**src/rtl/ro_worker_host.sv**
```systemverilog
`default_nettype none
// ==========================================================================
// ro_worker_host - host sequencer for a ring-oscillator worker: reset, operand
// load, optional free-run stop, done wait with timeout, two-byte readback. rev 1.0
// ==========================================================================
module ro_worker_host #(
   parameter int PULSE_CYCLES = 8,
   parameter int RST_CYCLES   = 4,
   parameter int TIMEOUT      = 65535
) (
   input  logic        clk,
   input  logic        rst_n,
   input  logic        start,
   input  logic        mode_in,
   input  logic [15:0] op_a,
   input  logic [15:0] op_b,
   input  logic [15:0] stop_after,
   input  logic        clock_sel_in,
   output logic [7:0]  w_din,
   output logic        w_shift,
   output logic        w_stop,
   output logic        w_mode,
   output logic        w_clock_sel,
   output logic        w_rst_n,
   input  logic [7:0]  w_dout,
   input  logic        w_done,
   output logic        busy,
   output logic        valid,
   output logic [15:0] result,
   output logic        timeout_err
);

   localparam logic [3:0] S_IDLE      = 4'd0;
   localparam logic [3:0] S_WRST      = 4'd1;
   localparam logic [3:0] S_LOAD_LO   = 4'd2;
   localparam logic [3:0] S_LOAD_HI   = 4'd3;
   localparam logic [3:0] S_RUN       = 4'd4;
   localparam logic [3:0] S_STOP_HI   = 4'd5;
   localparam logic [3:0] S_STOP_LO   = 4'd6;
   localparam logic [3:0] S_WAIT      = 4'd7;
   localparam logic [3:0] S_RD_SETTLE = 4'd8;
   localparam logic [3:0] S_RD_HI     = 4'd9;
   localparam logic [3:0] S_RD_LO     = 4'd10;
   localparam logic [3:0] S_FINISH    = 4'd11;

   localparam logic [15:0] PULSE_LAST = 16'(PULSE_CYCLES - 1);
   localparam logic [15:0] RST_LAST   = 16'(RST_CYCLES - 1);

   logic [3:0]  state, state_nxt;
   logic [15:0] cnt, tmr, a_q, b_q, stop_q;
   logic        mode_q, csel_q, done_s1, done_s2;
   logic [1:0]  slot, slot_d;
   logic        phase_end, timed, tmr_limit, timeout_hit;
   logic [7:0]  din_d;
   logic        shift_d, stop_d, wrst_d, mode_d, csel_d, busy_d, valid_d;

   assign phase_end = (cnt == PULSE_LAST);
   assign timed     = (state == S_RUN) || (state == S_STOP_HI) ||
                      (state == S_STOP_LO) || (state == S_WAIT);
   assign tmr_limit = (({1'b0, tmr} + 17'd1) >= 17'(TIMEOUT));

   always_ff @(posedge clk or negedge rst_n) begin
      if (!rst_n) state <= S_IDLE;
      else        state <= state_nxt;
   end

   always_comb begin
      state_nxt   = state;
      timeout_hit = 1'b0;
      case (state)
         S_IDLE:      if (start) state_nxt = S_WRST;
         S_WRST:      if (cnt == RST_LAST) state_nxt = S_LOAD_LO;
         S_LOAD_LO:   if (phase_end) state_nxt = S_LOAD_HI;
         S_LOAD_HI: begin
            if (phase_end) begin
               if (slot != 2'd3)        state_nxt = S_LOAD_LO;
               else if (!mode_q)        state_nxt = S_WAIT;
               else if (stop_q == 16'd0) state_nxt = S_STOP_HI;
               else                     state_nxt = S_RUN;
            end
         end
         S_RUN:       if (cnt == stop_q - 16'd1) state_nxt = S_STOP_HI;
         S_STOP_HI:   if (phase_end) state_nxt = S_STOP_LO;
         S_STOP_LO:   if (phase_end) state_nxt = S_WAIT;
         S_WAIT:      if (done_s2) state_nxt = S_RD_SETTLE;
         S_RD_SETTLE: if (phase_end) state_nxt = S_RD_HI;
         S_RD_HI:     if (phase_end) state_nxt = S_RD_LO;
         S_RD_LO:     if (phase_end) state_nxt = S_FINISH;
         S_FINISH:    state_nxt = S_IDLE;
         default:     state_nxt = S_IDLE;
      endcase
      // A done seen in the same cycle as the limit still wins the readback.
      if (timed && tmr_limit && !(state == S_WAIT && done_s2)) begin
         state_nxt   = S_FINISH;
         timeout_hit = 1'b1;
      end
   end

   // Outputs are decoded from the next state so the registered copies line up with it.
   always_comb begin
      din_d   = 8'h00;
      shift_d = 1'b0;
      stop_d  = 1'b0;
      wrst_d  = 1'b1;
      busy_d  = 1'b1;
      valid_d = 1'b0;
      mode_d  = 1'b0;
      csel_d  = 1'b0;
      slot_d  = slot;
      if (state == S_LOAD_HI && state_nxt == S_LOAD_LO) slot_d = slot + 2'd1;
      case (state_nxt)
         S_IDLE:    busy_d = 1'b0;
         S_WRST:    wrst_d = 1'b0;
         S_LOAD_LO, S_LOAD_HI: begin
            shift_d = (state_nxt == S_LOAD_HI);
            case (slot_d)
               2'd0:    din_d = a_q[15:8];
               2'd1:    din_d = a_q[7:0];
               2'd2:    din_d = b_q[15:8];
               default: din_d = b_q[7:0];
            endcase
         end
         S_STOP_HI: stop_d = 1'b1;
         S_RD_HI:   shift_d = 1'b1;
         S_FINISH: begin
            busy_d  = 1'b0;
            valid_d = 1'b1;
         end
         default: ;
      endcase
      if (state_nxt != S_IDLE && state_nxt != S_WRST) begin
         mode_d = mode_q;
         csel_d = csel_q;
      end
   end

   always_ff @(posedge clk or negedge rst_n) begin
      if (!rst_n) begin
         done_s1 <= 1'b0;  done_s2 <= 1'b0;
         cnt <= 16'd0;  tmr <= 16'd0;  slot <= 2'd0;
         a_q <= 16'd0;  b_q <= 16'd0;  stop_q <= 16'd0;
         mode_q <= 1'b0;  csel_q <= 1'b0;
         w_din <= 8'h00;  w_shift <= 1'b0;  w_stop <= 1'b0;
         w_mode <= 1'b0;  w_clock_sel <= 1'b0;  w_rst_n <= 1'b0;
         busy <= 1'b0;  valid <= 1'b0;  result <= 16'd0;  timeout_err <= 1'b0;
      end else begin
         done_s1 <= w_done;
         done_s2 <= done_s1;
         cnt     <= (state_nxt != state) ? 16'd0 : cnt + 16'd1;
         if (!timed || (state != S_WAIT && state_nxt == S_WAIT)) tmr <= 16'd0;
         else if (tmr != 16'hFFFF)                                tmr <= tmr + 16'd1;
         slot        <= slot_d;
         w_din       <= din_d;
         w_shift     <= shift_d;
         w_stop      <= stop_d;
         w_mode      <= mode_d;
         w_clock_sel <= csel_d;
         w_rst_n     <= wrst_d;
         busy        <= busy_d;
         valid       <= valid_d;
         if (state == S_IDLE && start) begin
            a_q <= op_a;  b_q <= op_b;  stop_q <= stop_after;
            mode_q <= mode_in;  csel_q <= clock_sel_in;
            slot <= 2'd0;
            timeout_err <= 1'b0;
         end
         if (timeout_hit) begin
            result      <= 16'd0;
            timeout_err <= 1'b1;
         end
         if (state == S_RD_SETTLE && state_nxt == S_RD_HI) result[15:8] <= w_dout;
         if (state == S_RD_LO && state_nxt == S_FINISH)    result[7:0]  <= w_dout;
      end
   end

endmodule
`default_nettype wire

```
**config.mk**
```make
export PLATFORM = sky130hd
export DESIGN_NAME = ro_worker_host
export DESIGN_NICKNAME = d
export VERILOG_FILES = /design/src/rtl/ro_worker_host.sv
export SDC_FILE = /design/constraint.sdc
export NUM_CORES = 1
export LEC_CHECK = 0
export ABC_AREA = 1
export BUFFER_PORTS_ARGS = -buffer_cell sky130_fd_sc_hd__buf_4
export CORE_MARGIN = 2
export CORE_UTILIZATION = 55
export DETAILED_ROUTE_END_ITERATION = 6
export GPL_TIMING_DRIVEN = 0
export HOLD_SLACK_MARGIN = 0.08
export PLACE_DENSITY = 0.77
export SETUP_SLACK_MARGIN = 0.1
export SYNTH_ARGS = -nofsm -noshare
export SYNTH_HDL_FRONTEND = slang
export SYNTH_SLANG_ARGS = --single-unit
```
**constraint.sdc**
```tcl
create_clock -name clk -period 3.3 [get_ports clk]
set_clock_uncertainty 0.2 [all_clocks]
set_input_delay 0 -clock clk [delete_from_list [all_inputs] [get_ports clk]]
set_output_delay 0 -clock clk [all_outputs]
set_load 0.1 [all_outputs]
```
==> results_dict.tcl, run 1 <==
set metrics [dict create \
    place.gp.congestion 0.866 \
    cp_cell_sequence "inv_2 > ha_4 > nand2_2 > nor2_4 > nand2_1 > nand2_1 > nor2_1 > nor2_1 > nand3_1 > nor2_1 > nand2_1 > nand2_4 > nor2_4 > buf_4 > inv_2 > nand2_1 > o31ai_4 > buf_4 > a31oi_1" \
    synthCells 872 \
    antenna_found_initial 0 \
    ys.warnings.count 0 \
    outcome "completed" \
    drv_cap 0 \
    clk_latency_ns 0.42 \
    hold_viol_final 0 \
    drive_above_1_share_pct 19.5 \
    critPathSlowestCell "dfrtp_1" \
    max_freq_mhz 325 \
    dr.pass1.iters 5 \
    yosysUniqueCellTypes 43 \
    critPathMaxStageDelay_ns 0.40 \
    cts_buffers 17 \
    endpoint_kind "flop" \
    synth_common_cells "nand2_1, dfrtp_1, inv_1, nor2_1, nand3_1" \
    worstPathMaxFanout 6 \
    grt_overflow 0 \
    ys_seq_area_share_pct 46.6 \
    relSlewSlack_pct 66.2 \
    num_vias 6446 \
    area_delta_synth_final_pct 35.4 \
    h-tree-depth 4 \
    drt_wl_total_mm 18.1 \
    dp_hpwl_mm 11.4 \
    nNetsFinal 1125 \
    die_y_um 113 \
    slew_viol_final 0 \
    powerDensity_nw_per_um2 845 \
    leakage_uw 0.00437 \
    route.antenna.remaining_nets 0 \
    pin_count 94 \
    total_power_uw 7490 \
    synth_edf_count 0 \
    synth_nets 939 \
    post_drt_wl_per_cell_um 14.9 \
    place.port_buffers 93 \
    ys_ff_latch 122 \
    cts-root-buf "clkbuf_16" \
    synth_most_common_cell "nand2_1" \
    drt_first_iter_violations 517 \
    synthTopCellsByArea "dfrtp_1, nand2_1, inv_1" \
    worstPathRequired_ns 3.38 \
    cts_sinks 122 \
    cpMostUsedCell "nand2_1" \
    async_reset_ff_share_pct 100 \
    timing.final.crit_period_ns 3.07 \
    rows 39 \
    rsz0062_at_grt "yes" \
    syn_area_per_cell_um2 7.51 \
    post-route-drc-count 0 \
    setup_viol 0 \
    crit_type "reg2reg" \
    cp.arrival_ns 3.15 \
    cts_buffer_depth 2 \
    die_x_um 113 \
    core_um2 11500 \
    grt_pass1_wl_mm 29.2 \
    irDropWorstVdd_uv 671 \
    placed_cell_area_um2 7460 \
    grt_max_degree 81 \
    cts.clk_slew.worst_paths_ns 0.06 \
    grt_pass1_vias 6257 \
    initial_utilization_pct 56.9 \
    synth_ff_type "dfrtp_1" \
    min_path_type "in2reg" \
    synth_top_area_cell "dfrtp_1" \
    start_kind "flop" \
    die_area_um2 12800 \
    tritoncts "done" \
    final_cell_area_um2 8870 \
    antenna_cells 0 \
    grt_use_total_pct 29.2 \
    tightestPinTransition_ns 0.500 \
    avgViaCountPerCell 5.31 \
    period_share_pct 93.1 \
    tns_ns 0 \
    synth_top_area_share_pct 46.6 \
    synthesis.area_um2 6550 \
]
==> worst max-delay path, delay by kind of cell (launching register included) <==
family | cells | cell delay [ns]
DFF | 1 | 0.40
and+or+nand+nor | 12 | 1.28
AOI/OAI and AO/OA | 2 | 0.33
adders and majority gates | 1 | 0.17
buffers and inverters | 4 | 0.51
==> path summary, 6_finish.rpt <==
| path | slack (ns) | to | cells past startpoint | startpoint |
|---|---|---|---|---|
| worst max register to register | 0.23 | tmr[11]$_DFFE_PN0P_ | 19 | stop_q[0]$_DFFE_PN0P_ |
| worst min register to register | 0.14 | done_s2$_DFF_PN0_ | 0 | done_s1$_DFF_PN0_ |
| min in group asynchronous | 0.45 | stop_q[6]$_DFFE_PN0P_ | 4 | rst_n |
| worst max-delay path | 0.23 | tmr[11]$_DFFE_PN0P_ | 19 | stop_q[0]$_DFFE_PN0P_ |
| max in group asynchronous | 2.07 | result[6]$_DFFE_PN0P_ | 4 | rst_n |
| worst min-delay path | 0.11 | b_q[2]$_DFFE_PN0P_ | 4 | op_b[2] |
==> kinds of logic (layout without fill, tap and decap cells) <==
family / Yosys count / count (layout) / share of synthesized area, %
AND/OR/NAND/NOR: 515 / 516 / 35.0
adder cells (fa/ha/maj): 5 / 5 / 0.955
buffers and inverters: 127 / 324 / 7.68
flip-flops: 122 / 122 / 46.6
AO/OA/AOI/OAI: 93 / 93 / 8.26
XOR/XNOR: 10 / 10 / 1.45
==> what timing repair did <==
action                                  CTS  global route
hold endpoints to repair                189             0
gates cloned                              0             1
buffers inserted                          1             5
endpoints found under the setup margin   12            51
hold buffers                             66             0
pin swaps                                 1             5
resized for setup                         1            26
==> state kept, by name, summed over array words and instances (netlist names), 2 cells and up <==
register	count
w_din	8
cnt	16
stop_q	16
a_q	16
result	16
b_q	16
slot	2
state	4
tmr	16
==> layout make-up <==
cell class	instances	area, µm²
Buffer	20	106
Clock buffer	21	470
Clock inverter	10	118
Fill cell	805	2650
Inverter	107	404
Multi-Input combinational cell	624	3090
Sequential cell	122	3050
Tap cell	143	179
Timing Repair Buffer	166	1450
==> layout by cell type (no fill, tap or decap), types with 8 or more instances in the layout <==
cell type      count
nor3_1            10
clkbuf_1          11
nand2_2           10
inv_1             99
nor2_2             9
a21oi_1           14
buf_4            101
nand3_1           71
nor2_4             9
nand4_1           15
nand2_1          279
xor2_1             8
o21ai_0           49
nor2_1            86
clkbuf_16         17
dfrtp_1          122
dlygate4sd3_1     65
==> routing by layer <==
layer / vias up / global-route usage (%) / wire length (µm)
met5: - / 0 / 0
met2: 213 / 50.3 / 9030
met1: 3022 / 35.4 / 7540
met4: 0 / 10.7 / 556
met3: 52 / 7.61 / 926
li1: 3159 / - / -
==> report_power, final <==
group | switching, µW | total (µW) | internal [µW]
sequential | 325 | 2280 | 1950
combinational | 2370 | 3360 | 988
clock | 691 | 1860 | 1170
==> metrics by stage <==
step           instances  worst slack [ns]  hold slack (ns)  utilization, %
3_5_place_dp        1109            0.0936           -0.251            64.7
3_3_place_gp        1108             0.105          -0.0843            64.5
4_1_cts             1207             0.148            0.105            75.8
6_report            1213             0.227            0.115            77.0
2_1_floorplan        872             0.685           -0.496               -
5_1_grt             1213            0.0769            0.129            77.0
(Power assumes the default switching activity.)
==> run 2, diff against run 1 <==
--- a/config.mk
+++ b/config.mk
@@ -12,7 +12,7 @@
 export DETAILED_ROUTE_END_ITERATION = 6
 export GPL_TIMING_DRIVEN = 0
 export HOLD_SLACK_MARGIN = 0.08
-export PLACE_DENSITY = 0.77
+export PLACE_DENSITY = 0.8
 export SETUP_SLACK_MARGIN = 0.1
 export SYNTH_ARGS = -nofsm -noshare
 export SYNTH_HDL_FRONTEND = slang
==> results_dict.tcl, run 2 (same netlist as run 1, synthesis figures left out) <==
set metrics [dict create \
    outcome "finished, violations left" \
    failed_checks "design-rule violations" \
    hold-path-cell-count 5 \
    endpoint_kind "flop" \
    die_x_um 113 \
    total_power_uw 7520 \
    initial_utilization_pct 56.9 \
    antenna_cells 0 \
    timing.final.crit_period_ns 3.06 \
    worst_slack_ns 0.244 \
    cts_sinks 122 \
    grt_max_degree 97 \
    dp_hpwl_mm 11.4 \
    relSlewSlack_pct 64.3 \
    critPathSlowestCell "dfrtp_1" \
    drive_above_1_share_pct 19.7 \
    worstPathRequired_ns 3.41 \
    max_freq_mhz 327 \
    cpMostUsedCell "nor2_1" \
    r2r-start "tmr[1]$_DFFE_PN0P_" \
    place.gp.congestion 0.873 \
    grt_pass1_vias 6438 \
    pin_count 94 \
    num-fill-cells 776 \
    die_y_um 113 \
    min_path_type "in2reg" \
    grt_pass1_wl_mm 29.6 \
    cts.clk_slew.worst_paths_ns 0.06 \
    crit_path_start "tmr[1]$_DFFE_PN0P_" \
    period_share_pct 92.6 \
    tritoncts "done" \
    dr.pass1.iters 7 \
    powerDensity_nw_per_um2 849 \
    irDropWorstVdd_uv 746 \
    leakage_uw 0.00437 \
    final_common_cell "nand2_1" \
    cp_cell_sequence "buf_4 > ha_1 > nor2_1 > nor2_1 > nor2_1 > nand3_1 > nor2_1 > nand2_1 > nor2_1 > nand2_1 > nand2_2 > nand2_4 > inv_4 > nor2_8 > buf_4 > nand4_1 > nand2_2 > buf_4 > nand3_1 > nand2_1 > nor2_2 > nor2_1" \
    num_vias 6565 \
    crit_type "reg2reg" \
    route.antenna.remaining_nets 0 \
    cts-root-buf "clkbuf_16" \
    grt_use_total_pct 29.2 \
    rsz0062_at_grt "no" \
    rows 39 \
    worstPathMaxFanout 10 \
    h-tree-depth 4 \
    avgViaCountPerCell 5.41 \
    core_um2 11500 \
    area_delta_synth_final_pct 35.3 \
    post-route-drc-count 1 \
    grt_overflow 0 \
    drt_wl_total_mm 18.5 \
    hold_start "start" \
    reg2reg_depth 22 \
    hold_viol_final 0 \
    drv_cap 0 \
    die_area_um2 12800 \
    critPathMaxStageDelay_ns 0.41 \
    start_kind "flop" \
    final_cell_mix "nand2_1, dfrtp_1, buf_4" \
    cts_buffer_depth 2 \
    cts_buffers 17 \
    cp.arrival_ns 3.16 \
    tightestPinTransition_ns 0.536 \
    antenna_found_initial 0 \
    tns_ns 0 \
    drt_first_iter_violations 590 \
    clk_latency_ns 0.42 \
    post_drt_wl_per_cell_um 15.2 \
    dp_slack_ns 0.0198 \
    slew_viol_final 0 \
    nNetsFinal 1126 \
    setup_viol 0 \
    place.port_buffers 93 \
]
[run 2: worst paths after layout]
check | to | slack [ns]
hold reg to reg | done_s2$_DFF_PN0_ | 0.15
min in group asynchronous | stop_q[6]$_DFFE_PN0P_ | 0.41
setup / recovery | w_din[2]$_DFF_PN0_ | 0.24
hold / removal | stop_q[1]$_DFFE_PN0P_ | 0.11
setup reg to reg | w_din[2]$_DFF_PN0_ | 0.24
max in group asynchronous | state[2]$_DFF_PN0_ | 2.00
[run 2: critical path, delay by kind of cell (launching register included)]
family	cells	cell delay, ns
fa+ha+maj	1	0.28
buf+inv	4	0.57
flops	1	0.41
simple gates	17	1.47
[run 2: timing repair]
item / CTS / global route
setup buffers: 1 / 9
pin swaps: 1 / 4
setup endpoints to repair: 18 / 45
hold buffers: 64 / 0
gates resized for setup: 2 / 22
hold endpoints to repair: 189 / 0
[run 2: power by group]
group / switching, µW / leakage [µW] / internal [µW]
Combinational: 2390 / 0.00255 / 972
Sequential: 329 / 0.00154 / 1950
Clock: 693 / 0.000281 / 1190
[run 2: final cells by class]
class / instances / area, µm² / share of cell area, %
clock inverters: 9 / 113 / 1.27
multi-input cells: 623 / 3060 / 34.6
flip-flops and latches: 122 / 3050 / 34.5
repair buffers: 168 / 1460 / 16.4
well taps: 143 / 179 / 2.02
plain buffers: 20 / 103 / 1.16
clock buffers: 22 / 484 / 5.47
inverters: 107 / 404 / 4.56
[run 2: metrics by stage]
stage	instance area [µm²]	hold WS (ns)	utilization, %	cells
2_1_floorplan	6550	-0.496	-	872
3_3_place_gp	7420	-0.0810	64.5	1108
3_5_place_dp	7460	-0.313	64.7	1109
4_1_cts	8720	0.0891	75.7	1205
5_1_grt	8860	0.113	76.9	1214
6_report	8860	0.108	76.9	1214
[run 2: routing by layer]
layer	track usage, %	share of wire [%]
met1	35.7	41
met2	49.9	51
met3	7.18	5.1
met4	11.8	3.4
met5	0	0
==> run 3, diff against run 2 <==
--- a/config.mk
+++ b/config.mk
@@ -8,11 +8,12 @@
 export ABC_AREA = 1
 export BUFFER_PORTS_ARGS = -buffer_cell sky130_fd_sc_hd__buf_4
 export CORE_MARGIN = 2
-export CORE_UTILIZATION = 55
+export CORE_UTILIZATION = 52
 export DETAILED_ROUTE_END_ITERATION = 6
 export GPL_TIMING_DRIVEN = 0
 export HOLD_SLACK_MARGIN = 0.08
-export PLACE_DENSITY = 0.8
+export PLACE_DENSITY = 0.79
+export REMOVE_ABC_BUFFERS = 1
 export SETUP_SLACK_MARGIN = 0.1
 export SYNTH_ARGS = -nofsm -noshare
 export SYNTH_HDL_FRONTEND = slang
==> constraint.sdc (replaced) <==
create_clock -name clk -period 2.53 [get_ports clk]
set_clock_uncertainty 0.2 [all_clocks]
set_input_delay 0 -clock clk [delete_from_list [all_inputs] [get_ports clk]]
set_output_delay 0 -clock clk [all_outputs]
set_load 0.1 [all_outputs]
==> results_dict.tcl, run 3 (same netlist as run 1, synthesis figures left out) <==
set metrics [dict create \
    crit_end "w_din[4]$_DFF_PN0_" \
    dp_hpwl_mm 10.3 \
    place.gp.congestion 0.850 \
    grt_use_total_pct 29.0 \
    grt_overflow 0 \
    die_area_um2 13500 \
    irDropWorstVdd_uv 928 \
    drv_cap 0 \
    grt_pass1_vias 6395 \
    place.port_buffers 93 \
    drt_first_iter_violations 677 \
    grt_use_met1_pct 34.8 \
    clk_latency_ns 0.43 \
    max_freq_mhz 315 \
    use_met2_pct 50.5 \
    tightestPinTransition_ns 0.684 \
    r2r-end "w_din[4]$_DFF_PN0_" \
    outcome "finished, violations left" \
    rows 40 \
    crit_path_start "state[0]$_DFF_PN0_" \
    antenna_found_initial 0 \
    dr.pass1.iters 7 \
    powerDensity_nw_per_um2 1070 \
    hold-path-cell-count 4 \
    r2r_slack_ns -0.65 \
    cts_buffers 17 \
    met3_usage_pct 7.73 \
    min_path_type "in2reg" \
    crit_type "reg2reg" \
    hold_viol_final 0 \
    setup_viol 65 \
    num_vias 6757 \
    core_um2 12200 \
    slew_viol_final 0 \
    pin_count 94 \
    total_power_uw 10100 \
    worstPathRequired_ns 2.69 \
    num-fill-cells 756 \
    failed_checks "negative setup slack" \
    die_y_um 116 \
    post-route-drc-count 0 \
    cts_buffer_depth 2 \
    start_kind "flop" \
    antenna_cells 0 \
    route.antenna.remaining_nets 0 \
    leakage_uw 0.00458 \
    timing.final.crit_period_ns 3.18 \
    grt_busiest_layer "met2" \
    cts-root-buf "clkbuf_16" \
    worstPathMaxFanout 8 \
    tritoncts "done" \
    tns_ns -28.43 \
    drive_above_1_share_pct 24.9 \
    r2r-start "state[0]$_DFF_PN0_" \
    die_x_um 116 \
    grt_pass1_wl_mm 30.3 \
    final_common_cell "nand2_1" \
    grt_max_degree 93 \
    period_share_pct 126 \
    reg2reg_depth 15 \
    nNetsFinal 1139 \
    drt_wl_total_mm 20.2 \
    cts_sinks 122 \
    cts.clk_slew.worst_paths_ns 0.06 \
    initial_utilization_pct 53.8 \
    final_cell_mix "nand2_1, dfrtp_1, buf_4" \
    endpoint_kind "flop" \
    holdWs_ns 0.115 \
    avgViaCountPerCell 5.39 \
    relSlewSlack_pct 54.3 \
    cp.arrival_ns 3.34 \
    rsz0062_at_grt "yes" \
    final_util_pct 77.4 \
    h-tree-depth 4 \
    area_delta_synth_final_pct 43.7 \
    worst_slack_ns -0.647 \
    post_drt_wl_per_cell_um 16.1 \
]
-- run 3: changes by cell type in the layout (fill, tap and decap cells not counted), moves of 4 or more --
cell and delta:
nand2_4 +4, clkbuf_1 -9, buf_4 +13, nor2_2 +7, nand2_8 +9, nor2_1 -7
nand3_1 -4, buf_12 +6, nand2_1 -10, buf_6 +5
-- run 3: repair_timing --
action                                  CTS  global route
hold buffers                             64             0
pin swaps                                18            29
buffers inserted                         26            13
gates cloned                              4             0
endpoints found under the setup margin  118           114
endpoints found under the hold margin   190             0
resized for setup                        40            54
-- run 3: layout make-up --
type	instances	area (µm²)	area share, %
Clock buffer	22	474	5.04
Clock inverter	10	93.8	0.997
Inverter	107	419	4.45
Multi-Input combinational cell	627	3390	36.0
Sequential cell	122	3060	32.5
Tap cell	168	210	2.23
Timing Repair Buffer	197	1770	18.8
-- run 3: metal layers --
layer	vias up	share of wire (%)	wire length, µm
met5	-	0	0
met4	0	3.5	698
met3	64	6.5	1320
met2	293	51	10400
met1	3214	39	7850
li1	3186	-	-
-- run 3: stage by stage --
step           cell area (µm²)  cells  setup WS [ns]
3_5_place_dp              7390   1114         -0.928
4_1_cts                   9070   1240         -0.327
2_1_floorplan             6450    852         -0.278
5_1_grt                   9410   1253         -0.827
3_3_place_gp              7360   1113         -0.856
6_report                  9410   1253         -0.647
-- run 3: worst min path at each step --
stage | start | end
detailed placement | rst_n | stop_q[3]$_DFFE_PN0P_
global route | op_b[2] | b_q[2]$_DFFE_PN0P_
CTS | op_a[8] | a_q[8]$_DFFE_PN0P_
global placement | w_done | done_s1$_DFF_PN0_
finish | stop_after[15] | stop_q[15]$_DFFE_PN0P_
floorplan | rst_n | a_q[0]$_DFFE_PN0P_
-- run 3: worst max-delay path: stages, from the launching register on --
cell and delay, ns:
dfrtp_1 0.47, nand2_1 0.25, nor2_2 0.25, nand2_1 0.11, nand2_1 0.14, o21ai_0 0.18, inv_1 0.21, nand3_4 0.11
nor2_4 0.24, nand3_4 0.22, nand2_4 0.18, buf_12 0.12, nand2_8 0.08, a21oi_4 0.18, nor2_2 0.05, nor2_1 0.10
-- run 3: power by group --
group	internal [µW]	switching, µW	total [µW]
combinational	1490	3250	4740
clock	1430	936	2360
sequential	2540	436	2980
